==> src/rtl/mmio_pkg.sv <==
// Shared decode constants for the MMIO PWM responder: address regions
// (addr[13:12]) and register offsets (addr[3:0]).
package mmio_pkg;

    typedef enum logic [1:0] {
        REG_NONE = 2'b00,
        REG_WR   = 2'b01,
        REG_RD   = 2'b10,
        REG_BAD  = 2'b11
    } region_e;

    localparam logic [3:0] OFF_EN    = 4'd6;
    localparam logic [3:0] OFF_FRAME = 4'd7;
    localparam logic [3:0] OFF_PHASE = 4'd8;
    localparam logic [3:0] OFF_FCLR  = 4'd15;

endpackage

==> src/rtl/pwm_channel.sv <==
// One PWM channel: shadow/active width pair swapped at the frame wrap and a
// registered compare against the shared phase counter.
module pwm_channel #(
    parameter int CNT_W = 20
) (
    input  logic             clock,
    input  logic             reset,
    input  logic [CNT_W-1:0] cnt,
    input  logic             wrap,
    input  logic             we,
    input  logic [CNT_W-1:0] wdata,
    input  logic             enable,
    output logic [CNT_W-1:0] active_width,
    output logic             pwm
);

    logic [CNT_W-1:0] shadow_width;

    always_ff @(posedge clock or negedge reset) begin
        if (!reset) begin
            shadow_width <= '0;
            active_width <= '0;
            pwm          <= 1'b0;
        end else begin
            if (we)
                shadow_width <= wdata;
            // A store landing on the wrap cycle must not be lost behind the stale shadow.
            if (wrap)
                active_width <= we ? wdata : shadow_width;
            pwm <= enable && (cnt < active_width);
        end
    end

endmodule

==> src/rtl/mmio_pwm_responder.sv <==
// MMIO responder driving frame-synchronised PWM on the JA pins.
// Optional load path enabled by defining PWM_READBACK_EN; otherwise rdata is 0.
module mmio_pwm_responder
    import mmio_pkg::*;
#(
    parameter int NUM_CH = 6,
    parameter int PERIOD = 1000000,
    parameter int CNT_W  = 20
) (
    input  logic              clock,
    input  logic              reset,
    input  logic              io_sel,
    input  logic              wr,
    input  logic [31:0]       addr,
    input  logic [31:0]       wdata,
    output logic [31:0]       rdata,
    output logic [NUM_CH-1:0] JA
);

    region_e                         region;
    logic [3:0]                      off;
    logic                            wr_stb;
    logic                            wrap;
    logic [CNT_W-1:0]                cnt;
    logic [31:0]                     frame_cnt;
    logic [NUM_CH-1:0]               en_mask;
    logic [NUM_CH-1:0][CNT_W-1:0]    act_w;

    assign region = region_e'(addr[13:12]);
    assign off    = addr[3:0];
    assign wr_stb = io_sel && wr && (region == REG_WR);
    assign wrap   = (cnt == CNT_W'(PERIOD - 1));

    always_ff @(posedge clock or negedge reset) begin
        if (!reset) begin
            cnt       <= '0;
            frame_cnt <= '0;
            en_mask   <= '0;
        end else begin
            cnt <= wrap ? '0 : cnt + CNT_W'(1);
            // An explicit clear outranks the wrap increment.
            if (wr_stb && off == OFF_FCLR)
                frame_cnt <= '0;
            else if (wrap)
                frame_cnt <= frame_cnt + 32'd1;
            if (wr_stb && off == OFF_EN)
                en_mask <= wdata[NUM_CH-1:0];
        end
    end

    for (genvar i = 0; i < NUM_CH; i++) begin : g_ch
        pwm_channel #(.CNT_W(CNT_W)) u_ch (
            .clock        (clock),
            .reset        (reset),
            .cnt          (cnt),
            .wrap         (wrap),
            .we           (wr_stb && off == 4'(i)),
            .wdata        (wdata[CNT_W-1:0]),
            .enable       (en_mask[i]),
            .active_width (act_w[i]),
            .pwm          (JA[i])
        );
    end

`ifdef PWM_READBACK_EN
    logic rd_stb;
    logic unused_bits;

    assign rd_stb      = io_sel && !wr && (region == REG_RD);
    assign unused_bits = ^{addr[31:14], addr[11:4], wdata[31:CNT_W]};

    always_comb begin
        rdata = '0;
        if (rd_stb) begin
            for (int i = 0; i < NUM_CH; i++)
                if (off == 4'(i))
                    rdata = 32'(act_w[i]);
            case (off)
                OFF_EN:    rdata = 32'(en_mask);
                OFF_FRAME: rdata = frame_cnt;
                OFF_PHASE: rdata = 32'(cnt);
                default:   ;
            endcase
        end
    end
`else
    logic unused_bits;

    assign rdata       = '0;
    assign unused_bits = ^{addr[31:14], addr[11:4], wdata[31:CNT_W], frame_cnt, act_w};
`endif

endmodule

==> config.mk <==
export PLATFORM = sky130hd
export DESIGN_NAME = mmio_pwm_responder
export DESIGN_NICKNAME = d
export VERILOG_FILES = /design/src/rtl/mmio_pkg.sv /design/src/rtl/pwm_channel.sv /design/src/rtl/mmio_pwm_responder.sv
export SDC_FILE = /design/constraint.sdc
export NUM_CORES = 1
export LEC_CHECK = 0
export ABC_CLOCK_PERIOD_IN_PS = 4030
export BUFFER_PORTS_ARGS = -buffer_cell sky130_fd_sc_hd__buf_2
export CORE_UTILIZATION = 41
export CTS_CLUSTER_DIAMETER = 120
export DETAILED_ROUTE_END_ITERATION = 12
export GPL_ROUTABILITY_DRIVEN = 0
export SLEW_MARGIN = 30
export SYNTH_ARGS = -nofsm -noshare
export SYNTH_HDL_FRONTEND = slang
export SYNTH_SLANG_ARGS = --single-unit
==> constraint.sdc <==
create_clock -name clock -period 4.03 [get_ports clock]
set_input_delay 0.806 -clock clock [delete_from_list [all_inputs] [get_ports clock]]
set_output_delay 0.806 -clock clock [all_outputs]
set_load 0.05 [all_outputs]
======== Word-level counts from Yosys, hierarchy flattened ========
Index checks and enable logic that the tools add are counted.
storage, ports and cells
  register bits ........................... 272
  bits of input ports ..................... 68
  output and inout port bits .............. 38
operators by class
  $add $sub $neg .......................... 1
  order comparisons ....................... 6
  equality and inequality tests ........... 8
  multiplexer cells ....................... 7
  reductions and logical operators ........ 16
operators by type and width
  kind                                           number
  two-way mux 20 bit                             7
  < comparator 20 bit                            6
  adder 20 x 1 -> 20 bit, second input constant  1
  == test 20 bit, second input constant          1
  logical AND 1 bit                              15
  == test 4 x 3 -> 1 bit, second input constant  3
  == test 4 x 2 -> 1 bit, second input constant  2
  == test 4 x 1 -> 1 bit, second input constant  1
  logical NOT 4 bit                              1
  == test 2 x 1 -> 1 bit, second input constant  1

======== Longest topological paths before layout ========
  depth after elaboration ................. 4
  mapped depth ............................ 9

======== Modules after synthesis ========
A second synthesis with hierarchy kept.
unflattened totals
  cell total of the unflattened synthesis .. 1,177
  area total of the unflattened synthesis .. 13,072.5 sq um
by module, submodules not included
  module              times used  cells an instance  area an instance (sq um)  seq. area each (sq um)
  pwm_channel         6           172                1,926.8                   1,026.0
  mmio_pwm_responder  1           145                1,511.4                   650.6

======== Least setup slack after synthesis ========
Ideal clock, no wire load.
  path kind ............................... input -> register
  from .................................... input addr[1]
  to ...................................... register g_ch[5].u_ch.active_width[12]
  setup time .............................. 0.125 ns
  arrival ................................. 2.150 ns
  data required time ...................... 3.905 ns
  slack ................................... 1.755 ns
  stages .................................. 6
  cell sequence ........................... nor2_1 -> nand2_1 -> or3_1 -> clkbuf_1 -> mux2_2 -> mux2_4
between the ends
  longest elaborated chain between the ends .. 3
RTL lines
  element                 line                      source
  start, declared         mmio_pwm_responder.sv:14  input logic [31:0] addr,
  == test 4 x 3 -> 1 bit  mmio_pwm_responder.sv:57  .we (wr_stb && off == 4'(i)),
  logical AND 1 bit       mmio_pwm_responder.sv:57
  two-way mux 20 bit      n/a
  end signal, assigned    pwm_channel.sv:29         active_width <= we ? wdata : shadow_width;
  end, declared           pwm_channel.sv:13         output logic [CNT_W-1:0] active_width,
No other way between the ends.
A chain may end at the register's enable or synchronous reset.

======== Final worst setup path ========
  from .................................... register cnt[2]
  to ...................................... register g_ch[2].u_ch.pwm
between the ends
  longest elaborated chain between the ends .. 2
RTL lines
  element                 line                      source
  start, declared         mmio_pwm_responder.sv:24  logic [CNT_W-1:0] cnt;
  start signal, assigned  mmio_pwm_responder.sv:40  cnt <= wrap ? '0 : cnt + CNT_W'(1);
  < comparator 20 bit     pwm_channel.sv:30         pwm <= enable && (cnt < active_width);
  logical AND 1 bit       pwm_channel.sv:30
  end signal, assigned    pwm_channel.sv:30
  end, declared           pwm_channel.sv:14         output logic pwm
No other way between the ends.

==> results.py <==
metrics = {
    "status": {
        "outcome": "finished clean",
    },
    "layout": {
        "diodes": 0,
        "area_growth_pct": 12.01,
        "finalNonFillerCells": 1601,
        "final_nets": 1318,
        "final_layout_size_suffix_gt1_share_pct": 29.85,
    },
    "detailed_routing": {
        "ant_nets": 0,
        "dr.pass1.iters": 4,
        "viasPerCell": 4.997,
        "wl_mm": 28.23,
        "via_count": 8000,
        "drt_drc_violations_left": 0,
        "drt_iter0_markers": 357,
        "wl_per_cell_um": 17.63,
    },
    "clock_network": {
        "post_cts_resized": 0,
        "cts_setup_buffers": 0,
        "cts_tree": "done",
        "cts_sinks": 272,
        "cts_buffer_depth": 3,
        "htree_levels": 1,
        "cts_root_buffer": "clkbuf_16",
        "clkTransAtPathRegs_ps": 60,
        "clk_latency_ps": 560,
        "cts_hold_buf": 0,
        "cts_buffers": 30,
    },
    "timing": {
        "worst_pin_slew_ps": 843.8,
        "fin_skew_ps": 23.54,
        "finalMaxSlewViolations": 0,
        "rsz0062_at_grt": "no",
        "maxClockFrequency_mhz": 349.1,
        "setup_viol": 0,
        "setup_tns_ps": 0,
        "period_share_pct": 71.08,
        "relSlewSlack_pct": 43.23,
        "hold_viol": 0,
        "finalCriticalPeriod_ps": 2865,
    },
    "global_route": {
        "track_usage_pct": 17.73,
        "grt_pass1_vias": 8150,
        "antenna_found_initial": 0,
        "grt_start_max_net_pins": 100,
        "global_route.overflow_total": 0,
        "grt_pass1_wl_mm": 46.13,
    },
    "die": {
        "ios": 106,
        "initial_core_util_pct": 41.62,
        "dieArea_um2": 33760,
        "coreArea_um2": 32540,
        "die_y_um": 183.7,
        "num_rows": 66,
        "dieWidth_um": 183.7,
    },
    "logic_synthesis": {
        "avgSynthCellArea_um2": 12.44,
        "synth_seq_cells": 272,
        "yosys-top-cells-count": "272 x dfrtp_1, 179 x mux2_2, 115 x ha_1, 115 x inv_1, 54 x nor2_1",
        "yosysTopAreaCell": "dfrtp_1",
        "yosysMostFrequentCell": "dfrtp_1",
        "synth-edff-count": 0,
        "yosys_warnings": 0,
        "ys_seq_area_share_pct": 50.26,
        "synthArstFlopShare_pct": 100.0,
        "synthTopCellsByArea": "dfrtp_1 50%, mux2_2 15%, ha_1 11%, mux2_4 5.2%, inv_1 3.2%",
        "yosysUniqueCellTypes": 38,
        "synth-main-ff-cell": "dfrtp_1",
        "synth_top_cell_area_share_pct": 50.26,
        "syn_area_um2": 13540,
        "syn_inst": 1089,
    },
    "critical_path": {
        "cp_max_fo": 12,
        "path_class": "flip-flop to flip-flop",
        "cp.required_ps": 4460,
        "r2r_slack_ps": 1170,
        "arrival_ps": 3300,
        "startpoint_type": "flip-flop",
        "endpoint_kind": "flip-flop",
    },
    "placed_design": {
        "dp_cells": 1545,
        "portBuffers": 35,
        "dp_hpwl_mm": 18.53,
    },
    "run": {
        "maxCapViolations": 0,
    },
    "power_and_ir_drop": {
        "powerDensity_nw_per_um2": 401.6,
        "peakVddDrop_uv": 295.0,
        "p_leak_uw": 0.007698,
    },
    "min_path": {
        "hp-class": "input pin to async pin",
    },
}
worst max-delay path: stages, from the launching register on:
cell and delay, ps:
dfrtp_1 720, ha_1 350, a211oi_1 220, o21ai_0 120, a211oi_1 580, o21ai_0 390, a211oi_1 360
sequential cells by signal (all words and copies together) (netlist names):
name                    count
g_ch.u_ch.active_width    120
en_mask                     6
g_ch.u_ch.pwm               6
cnt                        20
g_ch.u_ch.shadow_width    120
final cells by class:
type	instances	area, um^2
Clock buffer	38	842.1
Clock inverter	18	226.5
Fill cell	2984	17370
Inverter	115	431.7
Multi-Input combinational cell	665	5967
Sequential cell	272	6807
Tap cell	442	553.0
Timing Repair Buffer	51	342.8
power by group:
group | switching [uW] | internal [uW]
clock network | 1130 | 1790
registers | 26.1 | 2830
logic | 207 | 102
total | 1360 | 4730
routing by layer:
| layer | part of all wire [%] | GRT usage [%] |
|---|---|---|
| met5 | 0 | 0 |
| met4 | 2.1 | 4.533 |
| met3 | 3.7 | 2.159 |
| met2 | 46 | 28.71 |
| met1 | 48 | 25.14 |
through the flow:
stage | power [uW] | util [%] | setup slack (ps) | hold WS, ps | area [um^2]
2_1_floorplan | 3115 | - | 1755 | 430.4 | 13660
3_3_place_gp | 3214 | 43.27 | 1140 | 449.4 | 14080
3_5_place_dp | 3227 | 43.34 | 1050 | 448.4 | 14100
4_1_cts | 6169 | 46.62 | 1021 | 291.8 | 15170
5_1_grt | 6320 | 46.62 | 1025 | 323.1 | 15170
6_report | 6092 | 46.62 | 1165 | 261.7 | 15170
path summary, 6_finish.rpt:
| kind | from | to | depth (start not counted) |
|---|---|---|---|
| worst max-delay path | cnt[2]$_DFF_PN0_ | g_ch[2].u_ch.pwm$_DFF_PN0_ | 6 |
| worst min-delay path | reset | g_ch[1].u_ch.shadow_width[9]$_DFF_PN0_ | 1 |
| worst max register to register | cnt[2]$_DFF_PN0_ | g_ch[2].u_ch.pwm$_DFF_PN0_ | 6 |
| worst min register to register | g_ch[4].u_ch.active_width[0]$_DFFE_PN0N_ | g_ch[4].u_ch.active_width[0]$_DFFE_PN0N_ | 2 |
| max in group asynchronous | reset | g_ch[3].u_ch.shadow_width[2]$_DFF_PN0_ | 2 |
| min in group clock | g_ch[4].u_ch.active_width[0]$_DFFE_PN0N_ | g_ch[4].u_ch.active_width[0]$_DFFE_PN0N_ | 2 |
layout by cell type, fill, tap and decap left out, types with 5 or more instances in the layout:
cell and instances:
o21ai_0 25, nor4_1 5, clkinv_2 9, nor2_1 54, a21o_1 15, mux2_2 179
conb_1 32, mux2_4 47, xor2_1 11, a21oi_1 37, inv_1 115, nor2b_1 12
nand4_1 27, bufinv_16 5, xnor2_1 6, nand3_1 18, nand3b_1 6, a21oi_2 10
ha_1 115, dfrtp_1 272, buf_4 13, clkbuf_16 31, a211oi_1 20, nand2_1 22
buf_2 34
cell families (layout without fill, tap and decap cells):
kind of cell    Yosys count  after routing  synth area share (%)
compound gates          108            108                 4.943
xor+xnor                 17             17                 1.099
fa+ha+maj               115            115                 10.62
buf+inv                 183            222                 6.624
flops                   272            272                 50.26
mux                     226            226                 20.09
other cells               1             32               0.02769
simple gates            167            167                 6.329
(Power assumes the default switching activity.)
